<file path="src/rtl/pdm_mic_capture.sv">
// PDM microphone front end: bit-clock generation, 1-bit capture, decimation to PCM,
// and a one-entry ready/valid output with frame marking. Define PDM_CIC2_EN for the CIC2 decimator.
module pdm_mic_capture #(
   parameter int CLK_DIV      = 32,
   parameter int DECIMATION   = 64,
   parameter int SAMPLE_WIDTH = 16,
   parameter int FRAME_LEN    = 512
) (
   input  logic                    clk_in,
   input  logic                    rst_in,
   input  logic                    enable_in,
   input  logic                    mic_data_in,
   output logic                    mic_clk_out,
   output logic [SAMPLE_WIDTH-1:0] sample_out,
   output logic                    sample_valid_out,
   output logic                    sample_last_out,
   input  logic                    sample_ready_in,
   output logic                    overflow_out
);

   localparam int LD = $clog2(DECIMATION);
   localparam int CW = $clog2(CLK_DIV);
   localparam int FW = $clog2(FRAME_LEN);
   localparam logic [SAMPLE_WIDTH-1:0] S_MAX = {1'b0, {(SAMPLE_WIDTH-1){1'b1}}};

`ifdef PDM_CIC2_EN
   localparam int VW   = 2*LD + 2;
   localparam int SH   = SAMPLE_WIDTH - 1 - 2*LD;
   localparam int FULL = DECIMATION * DECIMATION;
`else
   localparam int VW   = LD + 2;
   localparam int SH   = SAMPLE_WIDTH - 1 - LD;
   localparam int FULL = DECIMATION;
`endif

   // Full-scale positive has no exact PCM code, so it clips; full-scale negative maps exactly.
   function automatic logic [SAMPLE_WIDTH-1:0] scale_out(input logic signed [VW-1:0] s);
      logic signed [SAMPLE_WIDTH+VW-1:0] w;
      w = {{SAMPLE_WIDTH{s[VW-1]}}, s};
      w = w <<< SH;
      if (s == VW'(FULL))
         return S_MAX;
      return w[SAMPLE_WIDTH-1:0];
   endfunction

   logic [CW-1:0] cnt;
   logic          mic_prev;
   logic          tick;

   always_ff @(posedge clk_in) begin
      if (rst_in || !enable_in) begin
         cnt         <= '0;
         mic_clk_out <= 1'b0;
         mic_prev    <= 1'b0;
      end else begin
         cnt         <= (cnt == CW'(CLK_DIV-1)) ? '0 : cnt + 1'b1;
         mic_clk_out <= (cnt < CW'(CLK_DIV/2));
         mic_prev    <= mic_clk_out;
      end
   end

   assign tick = mic_clk_out && !mic_prev;

   logic [LD-1:0]           phase;
   logic                    last_phase;
   logic signed [VW-1:0]    step;
   logic                    dec_vld;
   logic [SAMPLE_WIDTH-1:0] dec_val;

   assign last_phase = (phase == LD'(DECIMATION-1));
   assign step       = mic_data_in ? VW'(1) : '1;

`ifdef PDM_CIC2_EN
   logic signed [VW-1:0] i1, i2, i1_next, i2_next, z1, z2, c1, y;
   logic [1:0]           warm;

   assign i1_next = i1 + step;
   assign i2_next = i2 + i1_next;
   assign c1      = i2_next - z1;
   assign y       = c1 - z2;

   // Combs are not primed until two decimated outputs have passed through them.
   always_ff @(posedge clk_in) begin
      if (rst_in || !enable_in) begin
         i1      <= '0;
         i2      <= '0;
         z1      <= '0;
         z2      <= '0;
         phase   <= '0;
         warm    <= '0;
         dec_vld <= 1'b0;
         dec_val <= '0;
      end else begin
         dec_vld <= 1'b0;
         if (tick) begin
            i1    <= i1_next;
            i2    <= i2_next;
            phase <= phase + 1'b1;
            if (last_phase) begin
               z1 <= i2_next;
               z2 <= c1;
               if (warm == 2'd2) begin
                  dec_vld <= 1'b1;
                  dec_val <= scale_out(y);
               end else begin
                  warm <= warm + 1'b1;
               end
            end
         end
      end
   end
`else
   logic signed [VW-1:0] acc, acc_next;

   assign acc_next = acc + step;

   always_ff @(posedge clk_in) begin
      if (rst_in || !enable_in) begin
         acc   <= '0;
         phase <= '0;
      end else if (tick) begin
         phase <= phase + 1'b1;
         acc   <= last_phase ? '0 : acc_next;
      end
   end

   // The D-th bit is folded in combinationally so the sample lands on that tick's edge.
   assign dec_vld = enable_in && tick && last_phase;
   assign dec_val = scale_out(acc_next);
`endif

   logic          xfer;
   logic          valid_next;
   logic [FW-1:0] fcnt, fcnt_next;

   assign xfer = sample_valid_out && sample_ready_in;

   always_comb begin
      fcnt_next = fcnt;
      if (xfer)
         fcnt_next = (fcnt == FW'(FRAME_LEN-1)) ? '0 : fcnt + 1'b1;
      valid_next = sample_valid_out;
      if (dec_vld && (!sample_valid_out || xfer))
         valid_next = 1'b1;
      else if (xfer)
         valid_next = 1'b0;
   end

   always_ff @(posedge clk_in) begin
      if (rst_in) begin
         fcnt             <= '0;
         sample_out       <= '0;
         sample_valid_out <= 1'b0;
         sample_last_out  <= 1'b0;
         overflow_out     <= 1'b0;
      end else begin
         fcnt             <= fcnt_next;
         sample_valid_out <= valid_next;
         sample_last_out  <= valid_next && (fcnt_next == FW'(FRAME_LEN-1));
         if (dec_vld) begin
            if (!sample_valid_out || xfer)
               sample_out <= dec_val;
            else
               overflow_out <= 1'b1;
         end
      end
   end

endmodule

</file>
<file path="config.mk">
export PLATFORM = sky130hd
export DESIGN_NAME = pdm_mic_capture
export DESIGN_NICKNAME = d
export VERILOG_FILES = /design/src/rtl/pdm_mic_capture.sv
export SDC_FILE = /design/constraint.sdc
export NUM_CORES = 1
export LEC_CHECK = 0
export BUFFER_PORTS_ARGS = -buffer_cell sky130_fd_sc_hd__buf_2
export CORE_MARGIN = 5
export CORE_UTILIZATION = 60
export DETAILED_ROUTE_END_ITERATION = 16
export GPL_TIMING_DRIVEN = 0
export PLACE_DENSITY = 0.91
export SYNTH_ARGS = -nofsm -noshare
export SYNTH_HDL_FRONTEND = slang
export SYNTH_SLANG_ARGS = --single-unit
</file>
<file path="constraint.sdc">
create_clock -name clk_in -period 4.9 [get_ports clk_in]
set_clock_uncertainty 0.15 [all_clocks]
set_input_delay 0.49 -clock clk_in [delete_from_list [all_inputs] [get_ports clk_in]]
set_output_delay 0.49 -clock clk_in [all_outputs]
set_load 0.02 [all_outputs]
</file>
Yosys cells after proc, flatten, opt, wreduce, memory -nomap -nowiden
Index checks and enable logic that the tools add are counted.
{"block": "totals", "ff_bits": 49, "input_bits": 5}
{"block": "classes", "addsub": 4, "order_cmp": 1, "eq_ne": 5, "mux": 9, "bitwise_logic": 1, "reduce_logical": 14}
{"cell": "2-to-1 mux 16 bit", "n": 2}
{"cell": "== test 9 bit (second input constant)", "n": 2}
{"cell": "2-to-1 mux 9 bit", "n": 2}
{"cell": "2-to-1 mux 8 bit", "n": 2}
{"cell": "adder 9 x 1 -> 9 bit (second input constant)", "n": 1}
{"cell": "adder 8 bit", "n": 1}
{"cell": "== test 8 bit (second input constant)", "n": 1}
{"cell": "adder 6 x 1 -> 6 bit (second input constant)", "n": 1}
{"cell": "== test 6 bit (second input constant)", "n": 1}
{"cell": "logical AND 1 bit", "n": 6}
{"cell": "adder 5 x 1 -> 5 bit (second input constant)", "n": 1}
{"cell": "== test 5 bit (second input constant)", "n": 1}
{"cell": "< comparator 5 bit (second input constant)", "n": 1}
{"cell": "AND reduction 2 bit", "n": 2}
{"cell": "logical NOT 1 bit", "n": 3}
{"cell": "2-to-1 mux 1 bit", "n": 3}
{"cell": "logical OR 1 bit", "n": 2}
{"cell": "OR reduction 2 bit", "n": 1}
{"cell": "NOT 1 bit", "n": 1}

Logic depth before layout (Yosys ltp)
Gate-level depths: netlist of run 1.
{"block": "depth", "depth_word": 7, "mapped_depth": 10, "ltp_nobuf": 10}

Worst setup path before layout of run 1
OpenSTA, ideal clock, no wires.
{"block": "synth_timing", "kind": "input -> register", "from": "input mic_data_in", "to": "register sample_out[10]", "setup_time_ps": 79, "t_arrival_ps": 2238, "slack_ps": 2433, "path_stages": 8, "n_path_buf": 0, "path_cell_list": "inv_1 -> ha_1 -> nand2_1 -> o31ai_2 -> xor2_2 -> nor4_4 -> a31oi_4 -> a211oi_2"}
{"block": "synth_via", "elab_chain_cells": 5}
{"element": "start, declared", "line": "12", "source": "input logic mic_data_in,"}
{"element": "2-to-1 mux 8 bit *", "line": "71", "source": "assign step = mic_data_in ? VW'(1) : '1;"}
{"element": "adder 8 bit *", "line": "115", "source": "assign acc_next = acc + step;"}
{"element": "== test 8 bit", "line": "41", "source": "if (s == VW'(FULL))"}
{"element": "2-to-1 mux 1 bit", "line": "41"}
{"element": "2-to-1 mux 16 bit *", "line": "43", "source": "return w[SAMPLE_WIDTH-1:0];"}
{"element": "end signal, assigned", "line": "162", "source": "sample_out <= dec_val;"}
{"element": "end, declared", "line": "14", "source": "output logic [SAMPLE_WIDTH-1:0] sample_out,"}
Every way passes the cells marked *; elsewhere a longest branch is shown, timed or not.
A chain may end at the register's enable or synchronous reset.

Worst setup path in the final report of run 1
{"block": "layout_timing", "from": "register acc[0]", "to": "register sample_out[12]"}
{"block": "layout_via", "elab_chain_cells": 4}
{"element": "start, declared", "line": "113", "source": "logic signed [VW-1:0] acc, acc_next;"}
{"element": "start signal, assigned", "line": "123", "source": "acc <= last_phase ? '0 : acc_next;"}
{"element": "adder 8 bit *", "line": "115"}
{"element": "== test 8 bit", "line": "41"}
{"element": "2-to-1 mux 1 bit", "line": "41"}
{"element": "2-to-1 mux 16 bit *", "line": "43"}
Marked as above.

==> key figures, run 1 <==
Outcome
  • Status: finished clean

Global routing
  • Grt total ovfl: 0
  • GR Util All Layers: 0.187
  • Vias in the first global route: 1,508
  • Global-route wire length before repair: 6530 microns
  • Pin count of the biggest net entering global routing: 13
  • Initial antenna violation count: 0

Synthesis
  • Fraction of the mapped netlist area in simple logic gates: 0.227
  • Primary FF master, synth: dfxtp_1
  • Compound-Gate Fraction of Synth Area: 0.160
  • Cell Area, Synth: 0.00208 sq mm
  • Post-Syn Instances: 231
  • Adder-cell share of the synthesized area: 0.0819
  • Syn Area/Cell: 8.99 sq um
  • Post-synthesis xor/xnor area fraction: 0.0753
  • Netlist cell types: 42
  • Mux contribution to synthesized area: 0
  • Combinational family with the most area after synthesis: simple AND/OR/NAND/NOR gates
  • Register area share after synthesis: 0.395
  • Net count after synthesis: 249
  • Number of synthesized register bits: 41
  • Fraction of registers with async set/reset: 0
  • YS warnings: 0
  • Post-synth EDFFs: 0

Pwr
  • Sw frac: 0.258
  • Pleak: 0.999 nW
  • Peak VDD IR: 0.184 mV
  • Sequential share of power: 0.614
  • Psw: 0.143 mW
  • Pint: 0.410 mW
  • Gate power share: 0.098
  • Clock share of power: 0.289
  • Pwr/cell area: 240 mW/mm^2

Floorplan
  • Core ar.: 0.00334 sq mm
  • Chip width: 68.8 microns
  • Die H: 68.8 microns
  • IO Pins: 25
  • Initial Utilization: 0.622
  • Std-Cell Rows: 21
  • Die Area: 0.00474 sq mm

Clock network
  • Clk root buf: clkbuf_4
  • Clk_lat worst skew: 0.34 ns
  • Post-CTS setup repair buffer count: 0
  • Hold-fix buffers at CTS: 0
  • Num CTS Buffers: 5
  • Post-CTS sizing: 0
  • Clock tree sinks: 41
  • CTS tree: built
  • Clk pin slew, worst setup/hold paths: 0.12 ns
  • H-tree levels: 2
  • CTS Buffer Depth: 2

Worst hold path
  • Hold Crit Depth: 2
  • Tightest Hold Check Type: in -> reg

Routing
  • DR pass1 iterations: 4
  • Final ANT Viol Nets: 0
  • Routed via count: 1,666
  • DRC Markers: 0
  • Total Wirelength: 3950 microns
  • Vias/cell: 5.39
  • DRT iter0 DRCs: 99
  • WL/cell: 12.8 microns

Setup path
  • Endpoint class of the critical path: flip-flop
  • CP Class: reg -> reg
  • R2R depth: 8
  • Worst path max stage delay: 0.44 ns
  • Critical Path AT: 2.69 ns
  • CP cell instances: inv_1 > fa_1 > nand2b_1 > a21oi_1 > xor2_1 > nor4_4 > a31oi_4 > a211oi_2
  • Top Family by Delay on Critical Path: compound AO/OA/AOI/OAI gates
  • Crit path max-delay cell type: dfxtp_1
  • Buffers and inverters on the worst path: 1
  • Critical path launch point type: flip-flop
  • Req. time, crit path: 4.98 ns
  • Critical Path Stages: 8
  • Largest fanout on the critical path: 7

Place
  • IO buf count: 24
  • DP Wirelength: 2970 microns
  • DP Cell Count: 301
  • Final GP Congestion: 0.890

Layout
  • Most used cells in the layout excluding fill and tap cells: 41 x nor2_1, 41 x dfxtp_1, 26 x buf_2, 16 x nand2_1, 12 x ha_1
  • Area grow syn2layout: 11.0%
  • Finished Layout Cells: 309
  • Multi-input combinational cell area: 0.00113 sq mm
  • Layout cell share with drive strength beyond 1: 0.205
  • Inserted Diodes: 0
  • FILL cells: 288
  • NumNets Final: 280
  • Register Area: 821 sq um
  • Post-layout util: 0.691

Run
  • Max-cap check violation count: 0

Timing
  • Fmax: 383 MHz
  • Final setup TNS: 0 ns
  • RSZ-0062 raised after global routing: false
  • Slew headroom: 0.692
  • Fin crit share: 0.533
  • Slew Limit Fails: 0
  • # setup viols final: 0
  • Hold Violations, Final: 0
  • Least-Margin Pin Slew: 0.460 ns
  • Post-layout min period: 2.61 ns
-- worst paths after layout --
kind	start	endpoint	slack, ns
worst min register to register	cnt[4]	mic_clk_out	0.28
worst max register to register	acc[0]	sample_out[12]	2.29
worst max-delay path	acc[0]	sample_out[12]	2.29
worst min-delay path	rst_in	sample_out[8]	0.23
-- registers in the layout, summed over array words and instances (netlist names) --
name and count:
cnt 5, overflow_out 1, mic_prev 1, fcnt 9, acc 8, sample_valid_out 1, sample_out 8, sample_last_out 1
phase 6, mic_clk_out 1
-- kinds of logic after synthesis --
kind of cell,count (synthesis)
and+or+nand+nor,97
DFF,41
AOI/OAI and AO/OA,40
buffers and inverters,23
xor gates and xnor gates,17
adders and majority gates,13
-- layer usage --
layer,track usage,routed length [microns],vias up
li1,-,-,865
met1,0.235,1850,773
met2,0.304,1890,26
met3,0.0616,187,2
met4,0.0584,22,0
met5,0,0,-
-- power by group through the flow --
| stage | clock network, mW | logic, mW | registers (mW) |
|---|---|---|---|
| 2_1_floorplan | 0 | 0.0406 | 0.347 |
| 3_3_place_gp | 0 | 0.0525 | 0.347 |
| 3_5_place_dp | 0 | 0.0537 | 0.347 |
| 4_1_cts | 0.166 | 0.0541 | 0.340 |
| 5_1_grt | 0.185 | 0.0601 | 0.340 |
| 6_report | 0.160 | 0.0540 | 0.340 |
-- final cells by class --
type,count,share of cell area
buffer,15,0.0412
sequential,41,0.356
inverter,8,0.0130
multi-input combinational,167,0.491
clock buffer,6,0.0179
timing repair buffer,24,0.0521
tap,46,0.0250
clock inverter,2,0.00434
-- synthesized netlist by cell type (4+ instances only) --
library cell   n  share of area
dfxtp_1       41           0.40
nor2_1        41          0.074
nand2_1       16          0.029
ha_1          12          0.072
a21oi_1       11          0.027
nor3_1        10          0.024
xor2_1        10          0.042
buf_4          8          0.029
inv_1          8          0.014
a211oi_2       7          0.042
and3_1         6          0.018
xnor2_1        6          0.025
a22oi_1        5          0.018
clkbuf_1       4         0.0072
nand3_1        4         0.0096
o21ai_0        4         0.0096
-- metrics by stage --
stage	total power [mW]	setup WS [ns]	hold WS (ns)	area, sq um
6_report	0.553	2.29	0.228	2310
5_1_grt	0.585	2.15	0.205	2310
4_1_cts	0.559	2.29	0.211	2310
3_5_place_dp	0.401	1.99	0.270	2250
3_3_place_gp	0.400	2.07	0.255	2250
2_1_floorplan	0.388	2.43	0.249	2080
No activity file was read; power rests on OpenSTA's default activity.
==> run 2, diff against run 1 <==
- CORE_UTILIZATION: 60 -> 57
- PLACE_DENSITY: 0.91 -> 0.87
- clock period: 4.9 -> 2.6 ns (I/O delays scaled with it)
==> key figures, run 2 (synthesis gave the netlist of run 1 again) <==
Place
  • IO buf count: 24
  • Setup WS pre-CTS: -0.0699 ns
  • Final GP Congestion: 0.862
  • DP Wirelength: 3040 microns

Timing
  • Fin crit share: 0.958
  • Hold Violations, Final: 0
  • Fmax: 402 MHz
  • Hold WS: 0.0574 ns
  • Least-Margin Pin Slew: 0.441 ns
  • RSZ-0062 raised after global routing: false
  • Slew headroom: 0.706
  • Setup ws final: 0.110 ns
  • Slew Limit Fails: 0
  • Final setup TNS: 0 ns
  • # setup viols final: 0
  • Post-layout min period: 2.49 ns

Layout
  • Top flop regs: fcnt x9, acc x8, sample_out x8
  • Multi-input combinational cell area: 0.00114 sq mm
  • Reg with most FFs: fcnt
  • Register Area: 822 sq um
  • Layout cell share with drive strength beyond 1: 0.217
  • Max reg flops: 9
  • Area grow syn2layout: 14.9%
  • Most common cell after layout, fill and taps aside: nor2_1
  • Most used cells in the layout excluding fill and tap cells: 41 x nor2_1, 40 x dfxtp_1, 26 x buf_2, 16 x nand2_1, 12 x ha_1
  • Post-layout util: 0.662
  • Inserted Diodes: 0
  • FILL cells: 282
  • NumNets Final: 280

Clock network
  • Clk pin slew, worst setup/hold paths: 0.08 ns
  • Clock tree sinks: 41
  • CTS tree: built
  • H-tree levels: 2
  • CTS Buffer Depth: 2
  • Clk_lat worst skew: 0.29 ns
  • Clk root buf: clkbuf_8
  • Num CTS Buffers: 5

Routing
  • Total Wirelength: 4010 microns
  • DR pass1 iterations: 4
  • Met1 wire length: 1800 microns
  • Final ANT Viol Nets: 0
  • DRT iter0 DRCs: 94
  • Vias/cell: 5.37
  • Routed wl met2: 1940 microns
  • Routed via count: 1,669
  • DRC Markers: 0
  • Metal3 WL: 184 microns
  • WL/cell: 12.9 microns
  • Highest routed metal layer: met4

Outcome
  • Status: finished clean

Setup path
  • Critical Path Stages: 8
  • CP cell instances: inv_1 > fa_1 > nand2b_1 > a21oi_2 > nor4_1 > a311o_1 > a31oi_4 > a211oi_2
  • Endpoint class of the critical path: flip-flop
  • Req. time, crit path: 2.62 ns
  • Top Family by Delay on Critical Path: compound AO/OA/AOI/OAI gates
  • Critical Path AT: 2.51 ns
  • R2R depth: 8
  • Critical path launch point type: flip-flop
  • CP Class: reg -> reg
  • R2r endpoint: sample_out[12]
  • Crit path max-delay cell type: fa_1
  • Largest fanout on the critical path: 7
  • Worst path max stage delay: 0.44 ns
  • Buffers and inverters on the worst path: 1
  • Worst r2r src: acc[0]
  • R2R Setup Slk: 0.11 ns

Worst hold path
  • Hold Crit Depth: 2
  • Tightest Hold Check Type: in -> reg
  • Hold worst-path end: sample_out[8]
  • Hold path start: rst_in

Floorplan
  • Die Area: 0.00495 sq mm
  • Core ar.: 0.00361 sq mm
  • IO Pins: 25
  • Initial Utilization: 0.576
  • Die H: 70.4 microns
  • Std-Cell Rows: 22
  • Chip width: 70.4 microns

Pwr
  • Pleak: 1.03 nW
  • Pwr/cell area: 531 mW/mm^2
  • Peak VDD IR: 0.304 mV

Run
  • Max-cap check violation count: 0

Global routing
  • Global-route wire length before repair: 6930 microns
  • Vias in the first global route: 1,575
  • GR Util All Layers: 0.174
  • Pin count of the biggest net entering global routing: 13
  • Initial antenna violation count: 0
  • Grt total ovfl: 0
-- run 2: cell types whose count changed in the layout (fill, tap and decap cells not counted) --
cell and delta:
clkbuf_8 +6, clkbuf_4 -5, clkinv_2 -2, a21oi_1 -1, a21oi_2 +1, bufinv_16 +1
dfxtp_1 -1, dfxtp_2 +1, xor2_1 -1, xor2_2 +1
-- run 2: how the worst max path moves through the flow --
stage / end / startpoint
3_3_place_gp: sample_out[14] / mic_data_in
2_1_floorplan: sample_out[11] / acc[0]
4_1_cts: sample_out[12] / acc[0]
5_1_grt: sample_out[13] / mic_data_in
6_report: sample_out[12] / acc[0]
3_5_place_dp: sample_out[12] / mic_data_in
-- run 2: worst register-to-register path, stage by stage, from the launching register on --
cell,delay [ns]
dfxtp_2,0.38
inv_1,0.09
fa_1,0.44
nand2b_1,0.21
a21oi_2,0.16
nor4_1,0.06
a311o_1,0.41
a31oi_4,0.35
a211oi_2,0.13
-- run 2: timing repair --
action | 4_1_cts | 5_1_grt
endpoints found under the hold margin | 0 | 0
buffers inserted | 0 | 0
resized for setup | 1 | 2
pin swaps | 1 | 1
setup endpoints to repair | 6 | 7
hold buffers | 0 | 0
-- run 2: cell type report --
class,count,share of cell area
multi-input cells,167,0.479
flip-flops and latches,41,0.345
repair buffers,24,0.0503
plain buffers,15,0.0399
clock buffers,7,0.0362
well taps,48,0.0252
clock inverters,1,0.0126
inverters,8,0.0126
-- run 2: through the flow --
step | total power [mW] | std cells | cell area, sq um
global route | 1.32 | 311 | 2390
CTS | 1.27 | 311 | 2380
detailed placement | 0.756 | 303 | 2260
global placement | 0.753 | 303 | 2260
finish | 1.27 | 311 | 2390
floorplan | 0.730 | 231 | 2080
-- run 2: power by group --
part / internal, mW / switching, mW / total (mW)
combinational: 0.0361 / 0.0686 / 0.105
clock: 0.313 / 0.209 / 0.522
sequential: 0.634 / 0.00513 / 0.640
-- run 2: per-layer routing --
| layer | up-vias | global-route usage |
|---|---|---|
| met2 | 40 | 0.301 |
| met5 | - | 0 |
| met3 | 8 | 0.0504 |
| met1 | 761 | 0.200 |
| met4 | 0 | 0.0660 |
| li1 | 860 | - |
==> run 3, diff against run 2 <==
==> constraint.sdc (replaced) <==
create_clock -name clk_in -period 2.6 [get_ports clk_in]
set_clock_uncertainty 0.15 [all_clocks]
set_input_delay 0.13 -clock clk_in [delete_from_list [all_inputs] [get_ports clk_in]]
set_output_delay 0.13 -clock clk_in [all_outputs]
set_load 0.02 [all_outputs]
==> key figures, run 3 (synthesis gave the netlist of run 1 again) <==
Layout
  • Most used cells in the layout excluding fill and tap cells: 41 x nor2_1, 40 x dfxtp_1, 26 x buf_2, 16 x nand2_1, 12 x ha_1
  • Reg with most FFs: fcnt
  • Finished Layout Cells: 313
  • Inserted Diodes: 0
  • NumNets Final: 282
  • Layout cell share with drive strength beyond 1: 0.215
  • Area grow syn2layout: 15.8%
  • Most common cell after layout, fill and taps aside: nor2_1
  • Top flop regs: fcnt x9, acc x8, sample_out x8
  • FILL cells: 280
  • Max reg flops: 9
  • Finished Cell Area: 0.00241 sq mm

Setup path
  • Critical Path AT: 2.51 ns
  • Req. time, crit path: 2.62 ns
  • Critical path launch point type: flip-flop
  • Endpoint class of the critical path: flip-flop
  • Largest fanout on the critical path: 7
  • R2R Setup Slk: 0.11 ns
  • CP Class: reg -> reg

Global routing
  • Vias in the first global route: 1,581
  • Global-route wire length before repair: 6980 microns
  • Grt total ovfl: 0
  • Initial antenna violation count: 0
  • Pin count of the biggest net entering global routing: 13
  • GR Util All Layers: 0.174

Place
  • Area after DPL: 0.00226 sq mm
  • IO buf count: 24
  • DP Cell Count: 303
  • DP Wirelength: 3040 microns
  • Final GP Congestion: 0.862
  • Setup WS pre-CTS: 0.0139 ns

Timing
  • Setup ws final: 0.110 ns
  • # setup viols final: 0
  • Fmax: 402 MHz
  • RSZ-0062 raised after global routing: false
  • Slew headroom: 0.706
  • Hold Violations, Final: 0
  • Fin crit share: 0.958
  • Post-layout min period: 2.49 ns
  • Least-Margin Pin Slew: 0.440 ns
  • Slew Limit Fails: 0
  • Final setup TNS: 0 ns

Clock network
  • H-tree levels: 2
  • Clk_lat worst skew: 0.29 ns
  • Clk pin slew, worst setup/hold paths: 0.08 ns
  • Post-CTS setup repair buffer count: 0
  • CTS tree: built
  • Num CTS Buffers: 5
  • Clk root buf: clkbuf_8
  • CTS Buffer Depth: 2
  • Clock tree sinks: 41

Routing
  • DR pass1 iterations: 4
  • DRT iter0 DRCs: 83
  • Final ANT Viol Nets: 0
  • WL/cell: 12.9 microns
  • Total Wirelength: 4030 microns
  • DRC Markers: 0
  • Routed via count: 1,676
  • Vias/cell: 5.35

Floorplan
  • IO Pins: 25
  • Chip width: 70.4 microns
  • Die Area: 0.00495 sq mm
  • Std-Cell Rows: 22
  • Core ar.: 0.00361 sq mm
  • Initial Utilization: 0.576
  • Die H: 70.4 microns

Worst hold path
  • Tightest Hold Check Type: in -> reg

Pwr
  • Psw: 0.283 mW
  • Clock share of power: 0.411
  • Sw frac: 0.223
  • Peak VDD IR: 0.304 mV
  • Pwr/cell area: 527 mW/mm^2
  • Sequential share of power: 0.504
  • Pint: 0.985 mW
  • Pleak: 1.03 nW
  • Gate power share: 0.084

Run
  • Max-cap check violation count: 0

Outcome
  • Status: finished clean
-- run 3: per-layer routing --
metal  share of wire  GRT usage
met1            0.45      0.205
met3           0.040     0.0460
met5               0          0
met2            0.48      0.300
met4           0.023     0.0660
-- run 3: critical path, cell delays in order (launching register included) --
cell and delay, ns:
dfxtp_2 0.38, inv_1 0.09, fa_1 0.44, nand2b_1 0.21, a21oi_2 0.16, nor4_1 0.06, a311o_1 0.41, a31oi_4 0.35
a211oi_2 0.13
-- run 3: path summary, 6_finish.rpt --
path | to | from | cells past startpoint
worst max-delay path | sample_out[12] | acc[0] | 8
worst min-delay path | fcnt[8] | sample_ready_in | 4
worst max register to register | sample_out[12] | acc[0] | 8
worst min register to register | mic_clk_out | cnt[4] | 1
-- run 3: cell type report --
cell class	instances	area, sq um	area share
repair buffers	26	140	0.0582
clock buffers	7	86.3	0.0359
multi-input cells	167	1140	0.475
inverters	8	30.0	0.0125
clock inverters	1	30.0	0.0125
well taps	48	60.1	0.0250
plain buffers	15	95.1	0.0395
flip-flops and latches	41	822	0.342
-- run 3: metrics by stage --
stage                     hold WS [ns]   util  power [mW]
after floorplan                 0.0593      -       0.730
after global placement           0.222  0.626       0.753
after detailed placement         0.237  0.626       0.756
after CTS                        0.136  0.666        1.28
after global routing             0.170  0.667        1.32
final                            0.145  0.667        1.27
-- run 3: power by group through the flow --
stage / logic, mW / clock network, mW / registers, mW
after detailed placement: 0.102 / 0 / 0.654
after CTS: 0.106 / 0.531 / 0.639
after global routing: 0.120 / 0.560 / 0.640
after floorplan: 0.0766 / 0 / 0.654
final: 0.107 / 0.522 / 0.640
after global placement: 0.0991 / 0 / 0.654
-- run 3: timing repair --
item / CTS / global route
hold buffers: 2 / 0
setup endpoints to repair: 6 / 7
hold endpoints to repair: 3 / 0
gates resized for setup: 1 / 2
pin swaps: 1 / 1
